[src/rtl/mips_pkg.sv]
// -----------------------------------------------------------------------------
// mips_pkg
// Shared definitions for the instruction-fetch stage:
//   INSTR_W      instruction / address width
//   NOP_INSTR    encoding used for pipeline bubbles
//   fetch_state_e  fetch FSM states {IDLE, FETCH, DRAIN, HOLD}
// -----------------------------------------------------------------------------
package mips_pkg;

    localparam int INSTR_W = 32;

    localparam logic [INSTR_W-1:0] NOP_INSTR = 32'h0000_0000;

    typedef enum logic [1:0] {
        IDLE  = 2'd0,   // only after reset
        FETCH = 2'd1,   // request outstanding for pc
        DRAIN = 2'd2,   // request outstanding for a stale address, data dropped
        HOLD  = 2'd3    // no request, skid buffer holds a fetched instruction
    } fetch_state_e;

endpackage

[src/rtl/fetch_skid_buf.sv]
// -----------------------------------------------------------------------------
// fetch_skid_buf
// One-entry {instruction, pc} register that catches an instruction returning
// from memory while the pipeline is frozen.
// Ports:
//   clk, rst          clock, asynchronous active-low reset
//   load              capture d_instr/d_pc and mark full
//   clear             empty the entry (wins over load)
//   d_instr, d_pc     data to capture
//   full              entry holds a valid instruction
//   q_instr, q_pc     stored data
// -----------------------------------------------------------------------------
module fetch_skid_buf
    import mips_pkg::*;
(
    input  logic               clk,
    input  logic               rst,
    input  logic               load,
    input  logic               clear,
    input  logic [INSTR_W-1:0] d_instr,
    input  logic [INSTR_W-1:0] d_pc,
    output logic               full,
    output logic [INSTR_W-1:0] q_instr,
    output logic [INSTR_W-1:0] q_pc
);

    logic               full_q,  full_d;
    logic [INSTR_W-1:0] instr_q, instr_d;
    logic [INSTR_W-1:0] pc_q,    pc_d;

    always_comb begin
        full_d  = full_q;
        instr_d = instr_q;
        pc_d    = pc_q;
        if (clear) begin
            full_d  = 1'b0;
            instr_d = NOP_INSTR;
            pc_d    = '0;
        end else if (load) begin
            full_d  = 1'b1;
            instr_d = d_instr;
            pc_d    = d_pc;
        end
    end

    always_ff @(posedge clk or negedge rst) begin
        if (!rst) begin
            full_q  <= 1'b0;
            instr_q <= NOP_INSTR;
            pc_q    <= '0;
        end else begin
            full_q  <= full_d;
            instr_q <= instr_d;
            pc_q    <= pc_d;
        end
    end

    assign full    = full_q;
    assign q_instr = instr_q;
    assign q_pc    = pc_q;

endmodule

[src/rtl/if_fetch_unit.sv]
// -----------------------------------------------------------------------------
// if_fetch_unit
// Instruction-fetch stage: owns the PC, drives a req/ack instruction memory
// port and holds the IF/ID register consumed by decode. Redirects on taken
// branches, inserts NOP bubbles, stalls on freeze and uses a one-entry skid
// buffer for an instruction that returns while frozen.
// Ports:
//   clk, rst                  clock, asynchronous active-low reset
//   freeze                    hazard stall (also masks br_taken)
//   br_taken, br_offset       taken branch in decode, sign-extended word offset
//   id_pc                     PC+4 of the instruction in decode
//   imem_req, imem_addr       fetch request / byte address (registered state)
//   imem_ack, imem_rdata      accept + same-cycle read data
//   valid, instruction, pc_out  IF/ID register
// Optional (FETCH_PERF_CNT_EN defined):
//   stall_cnt                 cycles with freeze or an unacknowledged request
//   flush_cnt                 accepted branches
// -----------------------------------------------------------------------------
module if_fetch_unit
    import mips_pkg::*;
#(
    parameter logic [INSTR_W-1:0] RESET_PC = 32'h0000_0000
) (
    input  logic               clk,
    input  logic               rst,
    input  logic               freeze,
    input  logic               br_taken,
    input  logic [INSTR_W-1:0] br_offset,
    input  logic [INSTR_W-1:0] id_pc,
    output logic               imem_req,
    output logic [INSTR_W-1:0] imem_addr,
    input  logic               imem_ack,
    input  logic [INSTR_W-1:0] imem_rdata,
    output logic               valid,
    output logic [INSTR_W-1:0] instruction,
    output logic [INSTR_W-1:0] pc_out
`ifdef FETCH_PERF_CNT_EN
    ,
    output logic [31:0]        stall_cnt,
    output logic [31:0]        flush_cnt
`endif
);

    fetch_state_e       state_q, state_d;
    logic [INSTR_W-1:0] pc_q, pc_d;
    logic [INSTR_W-1:0] drain_addr_q, drain_addr_d;
    logic               valid_q, valid_d;
    logic [INSTR_W-1:0] instr_q, instr_d;
    logic [INSTR_W-1:0] pc_out_q, pc_out_d;

    logic               skid_load, skid_clear, skid_full;
    logic [INSTR_W-1:0] skid_instr, skid_pc;

    logic [INSTR_W-1:0] pc_plus4;
    logic [INSTR_W-1:0] br_target;
    logic               br_accept;

    assign pc_plus4  = pc_q + 32'd4;
    assign br_target = id_pc + (br_offset << 2);
    // Frozen branches are ignored; decode re-presents them after the freeze.
    assign br_accept = br_taken && !freeze && (state_q != IDLE);
    assign skid_clear = br_accept || (state_q == HOLD && !freeze);

    always_comb begin
        state_d      = state_q;
        pc_d         = pc_q;
        drain_addr_d = drain_addr_q;
        valid_d      = valid_q;
        instr_d      = instr_q;
        pc_out_d     = pc_out_q;
        skid_load    = 1'b0;

        // Bubble: valid and instruction cleared, pc_out left as it was.
        if (br_accept) begin
            valid_d = 1'b0;
            instr_d = NOP_INSTR;
            pc_d    = br_target;
        end

        case (state_q)
            IDLE: state_d = FETCH;

            FETCH: begin
                if (br_accept) begin
                    // Unacked request must complete at its old address first.
                    if (!imem_ack) begin
                        drain_addr_d = pc_q;
                        state_d      = DRAIN;
                    end
                end else if (imem_ack) begin
                    pc_d = pc_plus4;
                    if (freeze) begin
                        skid_load = 1'b1;
                        state_d   = HOLD;
                    end else begin
                        valid_d  = 1'b1;
                        instr_d  = imem_rdata;
                        pc_out_d = pc_plus4;
                    end
                end else if (!freeze) begin
                    valid_d = 1'b0;
                    instr_d = NOP_INSTR;
                end
            end

            DRAIN: begin
                if (!freeze) begin
                    valid_d = 1'b0;
                    instr_d = NOP_INSTR;
                end
                // A re-target while draining only moves pc; the stale request
                // still has to be acknowledged before fetching the target.
                if (imem_ack) begin
                    state_d = FETCH;
                end
            end

            HOLD: begin
                if (br_accept) begin
                    state_d = FETCH;
                end else if (!freeze && skid_full) begin
                    valid_d  = 1'b1;
                    instr_d  = skid_instr;
                    pc_out_d = skid_pc;
                    state_d  = FETCH;
                end
            end

            default: state_d = IDLE;
        endcase
    end

    always_ff @(posedge clk or negedge rst) begin
        if (!rst) begin
            state_q      <= IDLE;
            pc_q         <= RESET_PC;
            drain_addr_q <= '0;
            valid_q      <= 1'b0;
            instr_q      <= NOP_INSTR;
            pc_out_q     <= '0;
        end else begin
            state_q      <= state_d;
            pc_q         <= pc_d;
            drain_addr_q <= drain_addr_d;
            valid_q      <= valid_d;
            instr_q      <= instr_d;
            pc_out_q     <= pc_out_d;
        end
    end

    fetch_skid_buf u_skid (
        .clk     (clk),
        .rst     (rst),
        .load    (skid_load),
        .clear   (skid_clear),
        .d_instr (imem_rdata),
        .d_pc    (pc_plus4),
        .full    (skid_full),
        .q_instr (skid_instr),
        .q_pc    (skid_pc)
    );

    assign imem_req    = (state_q == FETCH) || (state_q == DRAIN);
    assign imem_addr   = (state_q == DRAIN) ? drain_addr_q : pc_q;
    assign valid       = valid_q;
    assign instruction = instr_q;
    assign pc_out      = pc_out_q;

`ifdef FETCH_PERF_CNT_EN
    logic [31:0] stall_cnt_q, stall_cnt_d;
    logic [31:0] flush_cnt_q, flush_cnt_d;

    always_comb begin
        stall_cnt_d = stall_cnt_q;
        flush_cnt_d = flush_cnt_q;
        if (freeze || (imem_req && !imem_ack)) begin
            stall_cnt_d = stall_cnt_q + 32'd1;
        end
        if (br_accept) begin
            flush_cnt_d = flush_cnt_q + 32'd1;
        end
    end

    always_ff @(posedge clk or negedge rst) begin
        if (!rst) begin
            stall_cnt_q <= '0;
            flush_cnt_q <= '0;
        end else begin
            stall_cnt_q <= stall_cnt_d;
            flush_cnt_q <= flush_cnt_d;
        end
    end

    assign stall_cnt = stall_cnt_q;
    assign flush_cnt = flush_cnt_q;
`endif

endmodule

[config.mk]
export PLATFORM = sky130hd
export DESIGN_NAME = if_fetch_unit
export DESIGN_NICKNAME = d
export VERILOG_FILES = /design/src/rtl/mips_pkg.sv /design/src/rtl/fetch_skid_buf.sv /design/src/rtl/if_fetch_unit.sv
export SDC_FILE = /design/constraint.sdc
export NUM_CORES = 1
export LEC_CHECK = 0
export CAP_MARGIN = 20
export CELL_PAD_IN_SITES_DETAIL_PLACEMENT = 1
export CELL_PAD_IN_SITES_GLOBAL_PLACEMENT = 2
export CORE_MARGIN = 4
export CORE_UTILIZATION = 36
export CTS_CLUSTER_DIAMETER = 200
export DETAILED_ROUTE_END_ITERATION = 8
export PLACE_DENSITY = 0.94
export SYNTH_ARGS = -nofsm -noshare
export SYNTH_HDL_FRONTEND = slang
export SYNTH_SLANG_ARGS = --single-unit
export TNS_END_PERCENT = 1
[constraint.sdc]
create_clock -name clk -period 4.5 [get_ports clk]
set_clock_uncertainty 0.15 [all_clocks]
set_input_delay 1.125 -clock clk [delete_from_list [all_inputs] [get_ports clk]]
set_output_delay 1.125 -clock clk [all_outputs]
set_load 0.05 [all_outputs]
[Yosys cells after proc, flatten, opt, wreduce, memory -nomap -nowiden]
Cells that the tools add are included.
Cells by class
  add/sub/neg operators: 2
  eq/ne operators: 13
  muxes and demuxes: 45
  bitwise gates (word level): 1
  reductions and logical operators: 14
Operators with widths (number)
  two-way mux 32 bit: 21
  one-hot mux 32 bit (3 select lines): 1
  one-hot mux 32 bit (2 select lines): 1
  adder 32 x 3 -> 32 bit (second input constant): 1
  adder 32 bit: 1
  two-way mux 2 bit: 7
  two-way mux 1 bit: 13
  != test 2 bit (second input constant): 5
  != test 3 bit (second input constant): 3
  one-hot mux 2 bit (4 select lines): 1
  AND reduction 6 bit: 1
  nonzero test 2 bit: 3
  AND reduction 5 bit: 1
  equality test 2 bit (second input constant): 2
  logical AND 1 bit: 4
  != test 3 x 2 -> 1 bit (second input constant): 1
  one-hot mux 1 bit (3 select lines): 1
  AND reduction 3 bit: 1
  equality test 2 x 1 -> 1 bit (second input constant): 1
  zero test 2 bit: 1
  logical OR 1 bit: 2
  != test 2 x 1 -> 1 bit (second input constant): 1
  zero test 1 bit: 1
  inverter 1 bit: 1
Word-level totals
  register bits after elaboration: 196
  input bits: 101
  output and inout bits: 98

[Logic depth before layout (Yosys ltp)]
  word-level depth: 8
  depth in mapped cells: 9

[By module]
Synthesis repeated with hierarchy kept, for this count alone.
Unflattened totals
  cells, all modules: 1153
  area total of the unflattened synthesis: 11096.9 um^2
By module, submodules not included
  if_fetch_unit: times used 1, cells each 944, area each 8460.6 um^2, sequential area each 3278.1 um^2
  fetch_skid_buf: times used 1, cells each 209, area each 2636.3 um^2, sequential area each 1626.6 um^2

[Worst setup path after synthesis]
Ideal clock, no wire load.
  kind: reg-to-output
  start point: register state_q[0]
  end point: output port imem_addr[28]
  data arrival time: 2.151 ns
  required time: 3.225 ns
  setup slack: 1.074 ns
  cell stages (with the launch flop): 6
  path buffers: 2
  cells stage by stage: dfrtp_1 > inv_1 > ha_1 > clkbuf_1 > buf_1 > o21ai_0
Between the ends
  cells in the longest elaborated chain, start to end: 2
RTL lines
  from (decl): line if_fetch_unit.sv:44  | fetch_state_e state_q, state_d;
  from (signal assigned): line if_fetch_unit.sv:142  | state_q <= state_d;
  equality test 2 bit: line if_fetch_unit.sv:164  | assign imem_addr = (state_q == DRAIN) ? drain_addr_q : pc_q;
  two-way mux 32 bit: line if_fetch_unit.sv:164
  to (decl): line if_fetch_unit.sv:31  | output logic [INSTR_W-1:0] imem_addr,
No other way between the ends.

[Worst setup path after layout]
  start point: register state_q[0]
  end point: output port imem_addr[9]
The elaborated chain is that of the path after synthesis.

==> impl_metrics.json <==
{
  "antenna_left": 0,
  "fill_cells": 3441,
  "ios": 199,
  "fin_setup_tns_ps": 0,
  "ff2ff_setup_slack_ps": 1510,
  "cts_made_buffers": 17,
  "r2r-end": "pc_out[27]",
  "hold_buffers": 0,
  "cts.sinks": 196,
  "r2r_start": "state_q[0]",
  "powerDensity_nw_per_um2": 673,
  "yosys_warnings": 0,
  "fp.dieW_um": 184,
  "cts_tree": "yes",
  "syn_area_per_cell_um2": 9.69,
  "hold_depth": 2,
  "syn_to_final_growth_pct": 24.5,
  "antenna_found_initial": 0,
  "gp_congestion": 0.829,
  "path_cells": "inv_1, ha_1, nand2_1, o21ai_0, clkdlybuf4s50_1",
  "synth_cell_type_count": 72,
  "synth_edf_count": 0,
  "diodes": 0,
  "grt_pass1_wl_um": 54800,
  "drv_cap": 0,
  "wl_per_cell_um": 19.7,
  "setup_viol": 0,
  "layout_common_cells": "196 x dfrtp_1, 165 x clkdlybuf4s50_1, 154 x nand2_1, 119 x o21ai_0, 63 x mux2_2",
  "hp-class": "flip-flop to flip-flop",
  "layout_commonest_cell": "dfrtp_1",
  "num_rows": 64,
  "drt_iter0_markers": 496,
  "cp-end-kind": "primary output",
  "ys_seq_area_share_pct": 44.1,
  "critical_path_arrival_ps": 2790,
  "period_minus_slack_ps": 4060,
  "core_um2": 30500,
  "post-cts-setup-buffers": 0,
  "drt_wl_total_um": 33500,
  "seq_area_um2": 4900,
  "crit_fanout": 16,
  "syn_area_um2": 11100,
  "port_buffers": 196,
  "design.die.area_um2": 33800,
  "clock.fmax_mhz": 246,
  "grt_pass1_vias": 10000,
  "start_kind": "flip-flop",
  "worst_path_largest_cell_delay_ps": 870,
  "critPathKind": "flip-flop to primary output",
  "htreeDepth": 4,
  "clk_pin_slew_ps": 70,
  "reg2reg_depth": 7,
  "tightest_slew_ps": 961,
  "clock-root-buffer": "clkbuf_16",
  "post_cts_resized": 0,
  "relSlewSlack_pct": 35.7,
  "ys_seq_elements": 196,
  "ys_async_sr_fraction_pct": 100,
  "syn-num-nets": 1284,
  "drt_first_pass_iters": 5,
  "worst-path-buf-inv": 2,
  "grt_overflow": 0,
  "hold_violations": 0,
  "nets": 1434,
  "p_leak_uw": 0.00576,
  "rsz0062_at_grt": "no",
  "worstPathRequired_ps": 3220,
  "path_delay_family": "buffers and inverters",
  "via_per_inst": 5.56,
  "grt_max_degree": 113,
  "hpwlAfterDp_um": 23700,
  "yosys_most_used_dff": "dfrtp_1",
  "routed-via-count": 9479,
  "clk_path_buf_depth": 2,
  "grt_usage_pct": 20.0,
  "drive_gt1_share_pct": 12.9,
  "slew_viol_final": 0,
  "final_cells": 1706,
  "start_util_pct": 36.5,
  "worst_ir_drop_vdd_uv": 287,
  "syn_inst": 1148,
  "crit_path_top_delay_cell": "clkdlybuf4s50_1",
  "drc": 0,
  "dp_cells": 1675,
  "chipHeight_um": 184,
  "run_status": "finished clean",
  "hold_path_end": "u_skid.q_pc[31]",
  "clk_latency_ps": 440,
  "worstHoldStart": "u_skid.q_pc[31]",
  "finalCritPeriodShare_pct": 90.3,
  "multi_input_area_um2": 5760
}
==> cells by family after synthesis <==
logic type	Yosys count	share of synthesized area [%]
xor gates and xnor gates	68	5.35
buffers and inverters	100	4.36
and+or+nand+nor	342	14.7
adders and majority gates	35	4.00
AOI/OAI and AO/OA	319	18.9
DFF	196	44.1
muxes	88	8.63
==> cell type report <==
cell class	instances	share of cell area, %
Multi-Input combinational cell	852	41.6
Sequential cell	196	35.4
Timing Repair Buffer	218	15.0
Tap cell	396	3.58
Clock buffer	20	3.23
Clock inverter	11	0.768
Inverter	13	0.352
==> worst max path at each step <==
stage                      start             to  slack, ps  cells after the start
floorplan             state_q[0]  imem_addr[28]       1070                      5
global placement    br_offset[0]       pc_q[24]        440                     10
detailed placement  br_offset[0]       pc_q[24]        400                     10
CTS                   state_q[0]   imem_addr[9]        370                      5
global route          state_q[0]   imem_addr[9]        290                      5
finish                state_q[0]   imem_addr[9]        440                      5
==> registers in the layout, indices dropped and copies added (netlist names) <==
name / count
state_q: 2
pc_out: 32
pc_q: 32
valid: 1
u_skid.q_pc: 32
u_skid.q_instr: 32
instruction: 32
u_skid.full: 1
drain_addr_q: 32
==> stage by stage <==
step	total power, uW	instance area, um^2	setup WS [ps]	utilization [%]	hold WS (ps)
2_1_floorplan	6250	11100	1070	-	287
3_3_place_gp	7710	13300	440	43.6	299
3_5_place_dp	7860	13300	405	43.6	319
4_1_cts	9390	13800	374	45.4	336
5_1_grt	9860	13800	287	45.4	362
6_report	9310	13800	435	45.4	329
==> layer usage <==
| layer | wire, um | vias to the layer above | part of all wire (%) | global-route usage, % |
|---|---|---|---|---|
| li1 | - | 4447 | - | - |
| met1 | 15200 | 4766 | 45 | 27.2 |
| met2 | 16300 | 236 | 49 | 33.9 |
| met3 | 1500 | 30 | 4.5 | 2.91 |
| met4 | 478 | 0 | 1.4 | 5.03 |
| met5 | 0 | - | 0 | 0 |
==> Yosys cell counts, types with 25 or more instances <==
master / count / area (um^2)
dfrtp_1: 196 / 4900
a21oi_1: 44 / 220
mux2i_1: 25 / 250
a22o_1: 51 / 447
o21ai_0: 119 / 596
xnor2_1: 48 / 420
clkbuf_1: 61 / 229
a22oi_1: 32 / 240
mux2_2: 63 / 709
nand2_1: 154 / 578
nor2_1: 49 / 184
ha_1: 34 / 425
nand3_1: 32 / 160
==> report_power, final <==
group | internal, uW | switching (uW) | total [uW]
clock | 778 | 688 | 1470
combinational | 1700 | 3110 | 4800
sequential | 2450 | 597 | 3040
==> worst register-to-register path, stage by stage, from the launching register on <==
cell	delay (ps)
dfrtp_1	400
inv_1	120
ha_1	150
buf_4	340
nor2_4	80
or4_2	1020
buf_4	350
o21ai_0	260
Note: power is estimated with default switching activity, not from simulation.
